===== src/rtl/phase_sequencer_pkg.sv =====
// Shared encodings for the phase sequencer and the switch-control FSM.
// State and phase codes plus small state-class helpers.
package phase_sequencer_pkg;

    typedef enum logic [2:0] {
        ST_IDLE     = 3'd0,
        ST_COMMUTE  = 3'd1,
        ST_DWELL    = 3'd2,
        ST_FAULT    = 3'd3,
        ST_COOLDOWN = 3'd4
    } seq_state_e;

    typedef enum logic [1:0] {
        PH_OFF = 2'd0,
        PH_A   = 2'd1,
        PH_B   = 2'd2,
        PH_C   = 2'd3
    } phase_e;

    function automatic logic is_busy_state(seq_state_e s);
        return s != ST_IDLE;
    endfunction

    function automatic logic is_fault_state(seq_state_e s);
        return (s == ST_FAULT) || (s == ST_COOLDOWN);
    endfunction

endpackage


===== src/rtl/phase_seq_timer.sv =====
// Loadable saturating down-counter shared by all timed sequencer states.
// A load takes priority; otherwise the count steps toward zero and holds there.
module phase_seq_timer #(
    parameter int unsigned CNT_W = 8
) (
    input  logic             clk,
    input  logic             rst,
    input  logic             load_i,
    input  logic [CNT_W-1:0] load_val_i,
    output logic             zero_o
);

    logic [CNT_W-1:0] cnt_q;

    always_ff @(posedge clk) begin
        if (!rst) begin
            cnt_q <= '0;
        end else if (load_i) begin
            cnt_q <= load_val_i;
        end else if (cnt_q != '0) begin
            cnt_q <= cnt_q - 1'b1;
        end
    end

    assign zero_o = (cnt_q == '0);

endmodule


===== src/rtl/phase_sequencer.sv =====
// Phase-change scheduler in front of the switch FSM: handshake, settle/dwell timing, short handling.
// Define PHASE_SEQ_RETRY_EN to add the COOLDOWN state with automatic retries before lockout.
module phase_sequencer
    import phase_sequencer_pkg::*;
#(
    parameter int unsigned COMMUTE_CYCLES  = 4,
    parameter int unsigned DWELL_CYCLES    = 16,
`ifdef PHASE_SEQ_RETRY_EN
    parameter int unsigned COOLDOWN_CYCLES = 64,
    parameter int unsigned MAX_RETRIES     = 3,
`endif
    parameter int unsigned CNT_W           = 8
) (
    input  logic       clk,
    input  logic       rst,
    input  logic       req_valid,
    input  logic [1:0] req_phase,
    output logic       req_ready,
    output logic       fsm_start,
    output logic [1:0] fsm_load,
    input  logic       fsm_short,
    input  logic       fault_clr,
    output logic [1:0] active_phase,
    output logic       busy,
    output logic       fault
);

    localparam logic [CNT_W-1:0] COMMUTE_LD = CNT_W'(COMMUTE_CYCLES - 1);
    localparam logic [CNT_W-1:0] DWELL_LD   = CNT_W'(DWELL_CYCLES - 1);
`ifdef PHASE_SEQ_RETRY_EN
    localparam logic [CNT_W-1:0] COOLDOWN_LD = CNT_W'(COOLDOWN_CYCLES - 1);
    localparam int unsigned      RETRY_W     = $clog2(MAX_RETRIES + 1);
    localparam logic [RETRY_W-1:0] RETRY_MAX = RETRY_W'(MAX_RETRIES);

    logic [RETRY_W-1:0] retry_q, retry_d;
`endif

    seq_state_e       state_q, state_d;
    logic             run_q;
    logic             start_q, start_d;
    logic [1:0]       load_q, load_d;
    logic [1:0]       active_q, active_d;
    logic [1:0]       saved_q, saved_d;
    logic             busy_q, fault_q;
    logic             tmr_load;
    logic [CNT_W-1:0] tmr_val;
    logic             tmr_zero;

    phase_seq_timer #(.CNT_W(CNT_W)) u_timer (
        .clk        (clk),
        .rst        (rst),
        .load_i     (tmr_load),
        .load_val_i (tmr_val),
        .zero_o     (tmr_zero)
    );

    // run_q keeps ready low for the first cycle out of reset
    assign req_ready = run_q && (state_q == ST_IDLE);

    always_comb begin
        state_d  = state_q;
        start_d  = 1'b0;
        load_d   = load_q;
        active_d = active_q;
        saved_d  = saved_q;
        tmr_load = 1'b0;
        tmr_val  = '0;
`ifdef PHASE_SEQ_RETRY_EN
        retry_d  = retry_q;
`endif
        case (state_q)
            ST_IDLE, ST_COMMUTE, ST_DWELL: begin
                if (fsm_short) begin
                    state_d  = ST_FAULT;
                    start_d  = 1'b1;
                    load_d   = PH_OFF;
                    active_d = PH_OFF;
                    tmr_load = 1'b1;
                end else if (state_q == ST_IDLE) begin
                    if (req_valid && req_ready && (req_phase != active_q)) begin
                        state_d  = ST_COMMUTE;
                        start_d  = 1'b1;
                        load_d   = req_phase;
                        saved_d  = req_phase;
                        tmr_load = 1'b1;
                        tmr_val  = COMMUTE_LD;
                    end
                end else if (tmr_zero) begin
                    tmr_load = 1'b1;
                    if (state_q == ST_COMMUTE) begin
                        state_d  = ST_DWELL;
                        active_d = saved_q;
                        tmr_val  = DWELL_LD;
                    end else begin
                        state_d = ST_IDLE;
`ifdef PHASE_SEQ_RETRY_EN
                        retry_d = '0;
`endif
                    end
                end
            end
            ST_FAULT: begin
                if (fault_clr && !fsm_short) begin
                    state_d  = ST_IDLE;
                    tmr_load = 1'b1;
`ifdef PHASE_SEQ_RETRY_EN
                    retry_d  = '0;
                end else if (retry_q < RETRY_MAX) begin
                    state_d  = ST_COOLDOWN;
                    tmr_load = 1'b1;
                    tmr_val  = COOLDOWN_LD;
`endif
                end
            end
`ifdef PHASE_SEQ_RETRY_EN
            ST_COOLDOWN: begin
                if (fault_clr) begin
                    state_d  = ST_IDLE;
                    retry_d  = '0;
                    tmr_load = 1'b1;
                end else if (tmr_zero) begin
                    retry_d  = retry_q + 1'b1;
                    tmr_load = 1'b1;
                    if (fsm_short) begin
                        state_d = ST_FAULT;
                    end else begin
                        state_d = ST_COMMUTE;
                        start_d = 1'b1;
                        load_d  = saved_q;
                        tmr_val = COMMUTE_LD;
                    end
                end
            end
`endif
            default: begin
                state_d  = ST_IDLE;
                tmr_load = 1'b1;
            end
        endcase
    end

    always_ff @(posedge clk) begin
        if (!rst) begin
            state_q  <= ST_IDLE;
            run_q    <= 1'b0;
            start_q  <= 1'b0;
            load_q   <= PH_OFF;
            active_q <= PH_OFF;
            saved_q  <= PH_OFF;
            busy_q   <= 1'b0;
            fault_q  <= 1'b0;
`ifdef PHASE_SEQ_RETRY_EN
            retry_q  <= '0;
`endif
        end else begin
            state_q  <= state_d;
            run_q    <= 1'b1;
            start_q  <= start_d;
            load_q   <= load_d;
            active_q <= active_d;
            saved_q  <= saved_d;
            busy_q   <= is_busy_state(state_d);
            fault_q  <= is_fault_state(state_d);
`ifdef PHASE_SEQ_RETRY_EN
            retry_q  <= retry_d;
`endif
        end
    end

    assign fsm_start    = start_q;
    assign fsm_load     = load_q;
    assign active_phase = active_q;
    assign busy         = busy_q;
    assign fault        = fault_q;

endmodule


===== config.mk =====
export PLATFORM = sky130hd
export DESIGN_NAME = phase_sequencer
export DESIGN_NICKNAME = d
export VERILOG_FILES = /design/src/rtl/phase_sequencer_pkg.sv /design/src/rtl/phase_seq_timer.sv /design/src/rtl/phase_sequencer.sv
export SDC_FILE = /design/constraint.sdc
export NUM_CORES = 1
export LEC_CHECK = 0
export BUFFER_PORTS_ARGS = -buffer_cell sky130_fd_sc_hd__buf_2
export CAP_MARGIN = 40
export CORE_UTILIZATION = 30
export DETAILED_ROUTE_END_ITERATION = 6
export PLACE_DENSITY = 0.58
export SYNTH_ARGS = -nofsm -noshare
export SYNTH_HDL_FRONTEND = slang
export SYNTH_SLANG_ARGS = --single-unit

===== constraint.sdc =====
create_clock -name clk -period 2.7 [get_ports clk]
set_input_delay 0.135 -clock clk [delete_from_list [all_inputs] [get_ports clk]]
set_output_delay 0.135 -clock clk [all_outputs]
set_load 0.02 [all_outputs]

==> results of run 1 <==
synthesized netlist by cell type:
cell type,number
buf_4,1
o21ba_2,1
and4b_1,1
or4b_1,1
nand4_1,2
o21a_1,3
nor4b_4,2
ha_1,1
o211ai_1,1
mux2i_1,1
nand2_1,11
nand2b_1,3
conb_1,1
and2_4,1
or3b_2,1
nand3_1,5
and3_1,1
nor3b_1,1
and2_1,3
nor3_1,4
dfxtp_1,21
or4b_4,1
a211oi_1,1
nor4b_2,1
inv_1,4
a21o_1,1
xor2_1,2
clkbuf_1,1
o21ai_0,5
a21oi_1,11
a311oi_1,1
o221a_2,2
nor2_1,9
o211a_1,1
xnor2_1,3
o31ai_1,1
cells by family (layout without fill, tap and decap cells):
group / count (synthesis) / count (layout)
buffers and inverters: 6 / 22
other: 1 / 1
AND/OR/NAND/NOR: 47 / 47
adder cells (fa/ha/maj): 1 / 1
XOR/XNOR: 5 / 5
multiplexers: 1 / 1
AO/OA/AOI/OAI: 28 / 28
flip-flops: 21 / 21
final cells by class:
class                      count  area share [%]
clock inverter                 1           0.439
multi-input combinational     83            48.4
timing repair buffer          14            6.15
tap                           44            4.83
inverter                       4            1.32
clock buffer                   3            1.98
sequential                    21            36.9
routing by layer:
metal,global-route usage [%],share of wire (%)
met4,3.99,0
met3,1.95,2.9
met1,17.9,51
met5,0,0
met2,20.8,46
worst max path at each step:
stage	start	end	slack (ns)
after floorplan	u_timer.cnt_q[0]	active_phase[0]	1.00
after global placement	u_timer.cnt_q[0]	busy	0.76
after detailed placement	u_timer.cnt_q[0]	busy	0.68
after CTS	u_timer.cnt_q[0]	busy	0.67
after global routing	u_timer.cnt_q[0]	fault	0.46
final	u_timer.cnt_q[0]	busy	0.70
power by group through the flow:
stage                     sequential, mW  combinational (mW)  clock (mW)
after global routing               0.336               0.134       0.174
after global placement             0.341               0.118           0
after detailed placement           0.341               0.120           0
after floorplan                    0.340              0.0924           0
final                              0.334               0.120       0.159
after CTS                          0.334               0.121       0.160
registers in the layout (all words and copies together), names as in the netlist:
| register | cells |
|---|---|
| fault | 1 |
| busy | 1 |
| saved_q | 2 |
| fsm_start | 1 |
| active_phase | 2 |
| u_timer.cnt_q | 8 |
| fsm_load | 2 |
| run_q | 1 |
| state_q | 3 |
==> impl_metrics.tcl, run 1 <==
set metrics [dict create \
    rsz0062_at_grt "no" \
    critical_path_arrival_ns 2.23 \
    synth.area.top_cells "dfxtp_1 (42%), a21oi_1 (5.5%), nor4b_4 (4.8%)" \
    finalCritPeriodShare_pct 74.2 \
    whs_ns 0.0275 \
    dp_cells 166 \
    final_common_cell "dfxtp_1" \
    ir_drop_mv 0.227 \
    p_seq_share_pct 54.6 \
    die-area_um2 3560 \
    num_antenna_cells 0 \
    yosysTopAreaCell "dfxtp_1" \
    p_int_uw 429 \
    cp-end-kind "register" \
    ys_warn_count 0 \
    final.min_clock_period_ns 2.00 \
    die_w_um 59.7 \
    clkSinkCount 21 \
    first_global_vias 784 \
    crit_family "simple AND/OR/NAND/NOR gates" \
    synthesis.nets 118 \
    clk_latency_ns 0.31 \
    synth-compound-area-share_pct 18.4 \
    wl_per_cell_um 12.0 \
    coreArea_um2 3100 \
    drt-vias-per-instance 4.81 \
    regArea_um2 420 \
    synth_seq_area_share_pct 42.1 \
    fin_area_um2 1140 \
    detail-route-antenna-nets 0 \
    muxShareOfSynthArea_pct 1.00 \
    gp_congestion 0.712 \
    crit_top_cell "o21ai_0" \
    clkPwrFrac_pct 25.9 \
    slew_viol_final 0 \
    slew_headroom_pct 62.9 \
    drive_gt1_share_pct 21.4 \
    setup_ws_ns 0.696 \
    synth_seq_cells 21 \
    nFillCells 340 \
    fmax_mhz 499 \
    post-dp-hpwl_um 1530 \
    start_kind "register" \
    combinationalPowerShare_pct 19.5 \
    drtIter0Drc 9 \
    syn_inst 110 \
    synth_fa_ha_area_share_pct 1.25 \
    cts_tree "yes" \
    grt_pass1_wl_um 3490 \
    p_switching_uw 183 \
    layout.nets 135 \
    cts_buffer_depth 2 \
    synth_top_family_by_area "simple AND/OR/NAND/NOR gates" \
    dr.pass1.iters 4 \
    finish.utilization_pct 36.7 \
    cellLeakagePower_nw 0.466 \
    cp_num_buf_inv 1 \
    cts_root_buf "clkbuf_4" \
    timing.setup.tns_ns 0 \
    cts_hold_buf 0 \
    r2r-start "u_timer.cnt_q[0]" \
    hold_viol 0 \
    syn_area_per_cell_um2 9.08 \
    skew_ns 0.0135 \
    synth_simple_gate_area_share_pct 29.8 \
    rrSetupSlack_ns 0.70 \
    worst-r2r-cell-count 7 \
    critPathSlowestCell "nor4b_2" \
    slowest_delay_ns 0.42 \
    synth_cell_types 36 \
    area_delta_synth_final_pct 14.2 \
    synthesis.area_um2 998 \
    p_per_area_nw_per_um2 537 \
    port_buffers 14 \
    setup_viol 0 \
    hold-path-endpoint "run_q" \
    antenna_found_initial 0 \
    die_h_um 59.7 \
    cp.depth 7 \
    path_cells "inv_1, ha_1, nor4b_2, nand2_1, o21ai_0, o21ai_0, o21a_1" \
    grt_max_degree 13 \
    fin_cells 170 \
    drv_cap 0 \
    track_usage_pct 13.0 \
    routed_wl_um 2030 \
    layout_common_cells "dfxtp_1 (21), buf_2 (14), nand2_1 (11), a21oi_1 (11), nor2_1 (9)" \
    post_cts_resized 0 \
    place_area_um2 1110 \
    io-pin-count 15 \
    clk_pin_slew_ns 0.13 \
    cts-buffers-inserted 3 \
    critPathRequiredTime_ns 2.93 \
    worstMarginPinSlew_ns 0.552 \
    outcome "finished, final reports clean" \
    post-route-drc-count 0 \
    htreeDepth 1 \
    num_rows 20 \
    min_path_cells 1 \
    swShare_pct 29.9 \
    initial_core_util_pct 32.2 \
    timing.rr.end "busy" \
    synth_top_area_share_pct 42.1 \
    power.total_uw 612 \
    criticalPathCategory "register to register" \
    min_from "rst" \
    synth_xor_area_share_pct 4.39 \
    post_cts_buffers 0 \
    grt-ovfl-total 0 \
    cp_max_fo 8 \
    vias 817 \
    holdCritPathClass "input pin to register" \
    multiInputGateArea_um2 552 \
    pre_cts_ws_ns 0.680 \
]
No activity file was read; power rests on OpenSTA's default activity.
==> run 2, diff against run 1 <==
--- a/config.mk
+++ b/config.mk
@@ -5,6 +5,7 @@
 export SDC_FILE = /design/constraint.sdc
 export NUM_CORES = 1
 export LEC_CHECK = 0
+export ABC_AREA = 1
 export BUFFER_PORTS_ARGS = -buffer_cell sky130_fd_sc_hd__buf_2
 export CAP_MARGIN = 40
 export CORE_UTILIZATION = 30
==> constraint.sdc (replaced) <==
create_clock -name clk -period 1.9 [get_ports clk]
set_input_delay 0.095 -clock clk [delete_from_list [all_inputs] [get_ports clk]]
set_output_delay 0.095 -clock clk [all_outputs]
set_load 0.02 [all_outputs]
==> run 2 against run 1 <==
Compared with the run above: wire length decreased by 2.3%; global-route usage decreased by 0.45 points; worst hold slack improved by 0.051 ns; first-iteration DRC count increased by 56%; largest power group unchanged; highest routed layer is now met4.
==> impl_metrics.tcl, run 2 <==
set metrics [dict create \
    outcome "finished, final reports clean" \
    min_path_cells 3 \
    synth-async-reset-ratio_pct 0 \
    synth_cell_types 25 \
    syn_area_per_cell_um2 7.24 \
    drtIter0Drc 14 \
    start_kind "register" \
    antenna_found_initial 0 \
    cts_root_buf "clkbuf_4" \
    timing.setup.tns_ns 0 \
    layout.nets 170 \
    path_cells "inv_1, ha_1, nand2_1, o21ai_2, nand3_2, nand3_1, nand2_1, nand2_1, nor2_1" \
    power.total_mw 1.20 \
    synthesis.nets 151 \
    finalCritPeriodShare_pct 81.4 \
    synth_common_cells "nand2_1 (35), dfxtp_1 (21), inv_1 (21)" \
    holdCritPathClass "input pin to register" \
    routed_wl_um 1990 \
    critPathSlowestCell "dfxtp_1" \
    slowest_delay_ns 0.34 \
    drt-vias-per-instance 4.43 \
    p_switching_uw 463 \
    swShare_pct 38.5 \
    io-pin-count 15 \
    synth_seq_cells 21 \
    hold-path-endpoint "saved_q[0]" \
    cts_tree "yes" \
    skew_ns 0.00628 \
    initial_core_util_pct 32.9 \
    p_int_uw 738 \
    cts_buffer_depth 2 \
    die_w_um 60.8 \
    post_cts_resized 0 \
    crit_top_cell "nand2_1" \
    slew_viol_final 0 \
    area_delta_synth_final_pct 15.2 \
    die-area_um2 3690 \
    layout_top_registers "u_timer.cnt_q x8, state_q x3" \
    synthesis.area_um2 1040 \
    drv_cap 0 \
    finish.utilization_pct 37.9 \
    num_antenna_cells 0 \
    vias 909 \
    post_cts_buffers 0 \
    p_seq_share_pct 42.7 \
    clk_pin_slew_ns 0.10 \
    dr.pass1.iters 4 \
    critical_path_arrival_ns 1.73 \
    largest_reg_flops 8 \
    track_usage_pct 12.5 \
    combinationalPowerShare_pct 40.0 \
    clk_latency_ns 0.30 \
    ys_warn_count 0 \
    worst-r2r-cell-count 9 \
    synth_top_area_share_pct 40.6 \
    cts_hold_buf 1 \
    final_common_cell "nand2_1" \
    cp_num_buf_inv 1 \
    min_from "req_phase[0]" \
    grt_max_degree 13 \
    cellLeakagePower_nw 0.604 \
    die_h_um 60.8 \
    cp-end-kind "register" \
    clkSinkCount 21 \
    cts-buffers-inserted 3 \
    grt.met2_usage_pct 21.2 \
    synth.area.top_cells "dfxtp_1 (41%), nand2_1 (13%), inv_1 (7.6%)" \
    fmax_mhz 647 \
    num_rows 20 \
    r2r-start "u_timer.cnt_q[0]" \
    detail-route-antenna-nets 0 \
    post-dp-hpwl_um 1610 \
    gp_congestion 0.807 \
    grt_use_met3_pct 2.77 \
    criticalPathCategory "register to register" \
    synth_most_common_cell "nand2_1" \
    drive_gt1_share_pct 20.5 \
    wl_per_cell_um 9.70 \
    synth_ff_type "dfxtp_1" \
    synth_edf_count 0 \
    top_register "u_timer.cnt_q" \
    port_buffers 14 \
    coreArea_um2 3150 \
    setup_viol 0 \
    syn_inst 143 \
    first_global_vias 856 \
    grt-busiest-layer "met2" \
    critPathRequiredTime_ns 2.08 \
    cp_max_fo 7 \
    use_met1_pct 15.8 \
    rsz0062_at_grt "no" \
    layout_common_cells "nand2_1 (35), inv_1 (21), dfxtp_1 (21), buf_2 (14), nor2_1 (13)" \
    rrSetupSlack_ns 0.35 \
    final.min_clock_period_ns 1.55 \
    ir_drop_mv 0.344 \
    crit_family "simple AND/OR/NAND/NOR gates" \
    clkPwrFrac_pct 17.3 \
    timing.rr.end "u_timer.cnt_q[2]" \
    htreeDepth 1 \
    hold_viol 0 \
    grt_pass1_wl_um 3510 \
    grt-ovfl-total 0 \
    post-route-drc-count 0 \
    yosysTopAreaCell "dfxtp_1" \
    p_per_area_nw_per_um2 1010 \
    synth_seq_area_share_pct 40.6 \
]
[run 2: cell count changes after synthesis, moves of 4 or more]
cell | before | now
nand4_1 | 2 | 6
nor2_1 | 9 | 13
inv_1 | 4 | 21
nand2_1 | 11 | 35
nor2_2 | 0 | 5
[run 2: cell families after synthesis]
group / Yosys count / share of synthesized area [%]
buffers and inverters: 23 / 8.33
other: 1 / 0.362
XOR/XNOR: 6 / 5.07
flip-flops: 21 / 40.6
AO/OA/AOI/OAI: 15 / 8.33
adder cells (fa/ha/maj): 1 / 1.21
AND/OR/NAND/NOR: 76 / 36.1
[run 2: area by class of cell]
class,instances,area [um^2]
fill,362,1960
multi-input combinational,99,529
sequential,21,420
inverter,22,82.6
timing repair buffer,15,80.1
tap,44,55.1
clock buffer,4,26.3
[run 2: per-layer routing]
metal / routed length (um) / vias up
li1: - / 486
met1: 969 / 407
met2: 948 / 14
met3: 58 / 2
met4: 11 / 0
met5: 0 / -
[run 2: power groups by stage]
stage | clock (mW) | combinational (mW) | sequential, mW
CTS | 0.222 | 0.483 | 0.512
detailed placement | 0 | 0.479 | 0.522
floorplan | 0 | 0.380 | 0.525
finish | 0.208 | 0.481 | 0.512
global placement | 0 | 0.479 | 0.521
global route | 0.236 | 0.550 | 0.517
[run 2: metrics by stage]
stage	setup WS [ns]	std cells	hold WS (ns)	instance area, um^2
finish	0.353	205	0.0784	1190
global route	0.151	205	0.0890	1190
CTS	0.355	205	0.0635	1190
detailed placement	0.376	200	0.278	1160
global placement	0.397	200	0.277	1160
floorplan	0.543	143	0.123	1040
[run 2: worst max-delay path by stage]
stage                      from          endpoint  slack, ns  cells after the start
2_1_floorplan  u_timer.cnt_q[0]  u_timer.cnt_q[2]       0.54                      9
3_3_place_gp   u_timer.cnt_q[0]  u_timer.cnt_q[2]       0.40                      9
3_5_place_dp   u_timer.cnt_q[0]  u_timer.cnt_q[3]       0.38                      9
4_1_cts        u_timer.cnt_q[0]  u_timer.cnt_q[3]       0.36                      9
5_1_grt        u_timer.cnt_q[0]  u_timer.cnt_q[3]       0.15                      9
6_report       u_timer.cnt_q[0]  u_timer.cnt_q[2]       0.35                      9
[run 2: worst register-to-register path: cells and delay by family, from the launching register on]
| family | cells | cell delay, ns |
|---|---|---|
| adders and majority gates | 1 | 0.25 |
| AOI/OAI and AO/OA | 1 | 0.19 |
| and+or+nand+nor | 6 | 0.57 |
| DFF | 1 | 0.34 |
| buffers and inverters | 1 | 0.09 |
==> run 3, diff against run 2 <==
--- a/config.mk
+++ b/config.mk
@@ -10,7 +10,7 @@
 export CAP_MARGIN = 40
 export CORE_UTILIZATION = 30
 export DETAILED_ROUTE_END_ITERATION = 6
-export PLACE_DENSITY = 0.58
+export PLACE_DENSITY = 0.6
 export SYNTH_ARGS = -nofsm -noshare
 export SYNTH_HDL_FRONTEND = slang
 export SYNTH_SLANG_ARGS = --single-unit
==> constraint.sdc (replaced) <==
create_clock -name clk -period 1.3 [get_ports clk]
set_input_delay 0.065 -clock clk [delete_from_list [all_inputs] [get_ports clk]]
set_output_delay 0.065 -clock clk [all_outputs]
set_load 0.02 [all_outputs]
==> run 3 against run 2 <==
Compared with the run above: core utilization grew 7.0 points; first-iteration DRC count shrank 29%; largest cell class unchanged; combinational power grew 120%; maximum frequency grew 11%; highest routed layer unchanged; non-clock buffer count grew 15; die area is the same; count of clock-buffer cells in the layout is the same; largest power group is now combinational cells; register-to-register slack lost 0.44 ns; wire length grew 12%; critical path type unchanged; critical endpoint is now u_timer.cnt_q[0]; the run now ends with negative setup slack left.
==> impl_metrics.tcl, run 3 (synthesis gave the netlist of run 2 again) <==
set metrics [dict create \
    initial_core_util_pct 32.9 \
    critPathRequiredTime_ns 1.54 \
    area_delta_synth_final_pct 36.5 \
    die-area_um2 3690 \
    final.min_clock_period_ns 1.39 \
    crit_family "flip-flops" \
    cellLeakagePower_nw 0.697 \
    antenna_found_initial 0 \
    setup_viol 7 \
    gp_congestion 0.829 \
    grt_use_met3_pct 1.28 \
    timing.setup.tns_ns -0.283 \
    detail-route-antenna-nets 0 \
    rsz0062_at_grt "yes" \
    slowest_delay_ns 0.34 \
    clk_latency_ns 0.31 \
    skew_ns 0.00375 \
    die_w_um 60.8 \
    cts_buffer_depth 2 \
    cp_num_buf_inv 2 \
    path_cells "inv_2, ha_4, nand4_1, buf_4, xor2_1, nand3_1, a21oi_1" \
    post-dp-hpwl_um 1740 \
    hold_viol 0 \
    first_global_vias 989 \
    layout.nets 185 \
    cts-buffers-inserted 3 \
    place_area_um2 1250 \
    htreeDepth 1 \
    use_met1_pct 15.8 \
    drt-vias-per-instance 4.44 \
    timing.rr.end "u_timer.cnt_q[0]" \
    clkSinkCount 21 \
    dr.pass1.iters 4 \
    nFillCells 341 \
    drv_cap 0 \
    grt_pass1_wl_um 3950 \
    cts_tree "yes" \
    layout_common_cells "nand2_1 (30), inv_1 (17), dfxtp_1 (14), buf_2 (14), buf_4 (14)" \
    wl_per_cell_um 10.2 \
    hold-path-endpoint "u_timer.cnt_q[1]" \
    start_kind "register" \
    setup_ws_ns -0.0896 \
    drive_gt1_share_pct 40.3 \
    critPathSlowestCell "dfxtp_2" \
    track_usage_pct 14.3 \
    p_per_area_nw_per_um2 1500 \
    vias 977 \
    grt-ovfl-total 0 \
    top_register "u_timer.cnt_q" \
    final_common_cell "nand2_1" \
    rrSetupSlack_ns -0.09 \
    cp-end-kind "register" \
    cp_max_fo 4 \
    min_path_cells 3 \
    grt.met2_usage_pct 26.8 \
    outcome "finished, violations left" \
    min_from "rst" \
    ir_drop_mv 0.793 \
    fmax_mhz 720 \
    grt-busiest-layer "met2" \
    layout_top_registers "u_timer.cnt_q x8, state_q x3" \
    finish.utilization_pct 44.8 \
    grt_max_degree 13 \
    routed_wl_um 2230 \
    fin_area_um2 1410 \
    pre_cts_ws_ns -0.155 \
    coreArea_um2 3150 \
    worst-r2r-cell-count 7 \
    violations "negative setup slack" \
    num_antenna_cells 0 \
    drtIter0Drc 10 \
    post-route-drc-count 0 \
    clk_pin_slew_ns 0.11 \
    die_h_um 60.8 \
    r2r-start "u_timer.cnt_q[0]" \
    port_buffers 14 \
    critical_path_arrival_ns 1.63 \
    io-pin-count 15 \
    finalCritPeriodShare_pct 107 \
    holdCritPathClass "input pin to register" \
    criticalPathCategory "register to register" \
    cts_root_buf "clkbuf_4" \
    largest_reg_flops 8 \
    whs_ns 0.0357 \
    slew_viol_final 0 \
    num_rows 20 \
]
## run 3: worst max-delay path by stage
stage | end | startpoint | slack [ns] | cells past startpoint
2_1_floorplan | u_timer.cnt_q[2] | u_timer.cnt_q[1] | 0.009 | 9
3_3_place_gp | u_timer.cnt_q[2] | u_timer.cnt_q[1] | -0.05 | 9
3_5_place_dp | u_timer.cnt_q[3] | u_timer.cnt_q[1] | -0.15 | 9
4_1_cts | busy | u_timer.cnt_q[0] | -0.02 | 7
5_1_grt | busy | u_timer.cnt_q[0] | -0.16 | 7
6_report | u_timer.cnt_q[0] | u_timer.cnt_q[0] | -0.09 | 7
## run 3: through the flow
stage / instances / power (mW)
final: 220 / 2.12
after global routing: 220 / 2.28
after CTS: 218 / 2.05
after detailed placement: 211 / 1.61
after global placement: 211 / 1.60
after floorplan: 143 / 1.34
## run 3: layer usage
layer	wire length (um)	vias up
met5	0	-
met4	31	0
met3	51	4
met2	1160	13
met1	988	443
li1	-	517
## run 3: cell type report
type | instances | area [um^2] | area share (%)
Inverter | 22 | 82.6 | 5.84
Clock buffer | 4 | 26.3 | 1.86
Tap cell | 44 | 55.1 | 3.89
Sequential cell | 21 | 429 | 30.4
Multi-Input combinational cell | 99 | 624 | 44.2
Timing Repair Buffer | 30 | 196 | 13.9
## run 3: tightest hold or removal path, cell delays in order
cell,delay [ns]
buf_2,0.14
nand2_1,0.08
nor2_1,0.04
## run 3: power breakdown
| part | total [mW] | switching, mW | internal (mW) |
|---|---|---|---|
| Combinational | 1.05 | 0.569 | 0.478 |
| Sequential | 0.762 | 0.0535 | 0.708 |
| Clock | 0.315 | 0.195 | 0.120 |
| Total | 2.12 | 0.818 | 1.31 |
## run 3: what timing repair did
action,4_1_cts,5_1_grt
gates resized for setup,23,7
cloned,0,0
hold buffers,1,0
setup endpoints to repair,14,17
hold endpoints to repair,1,0
pin swaps,9,6
buffers inserted,2,2
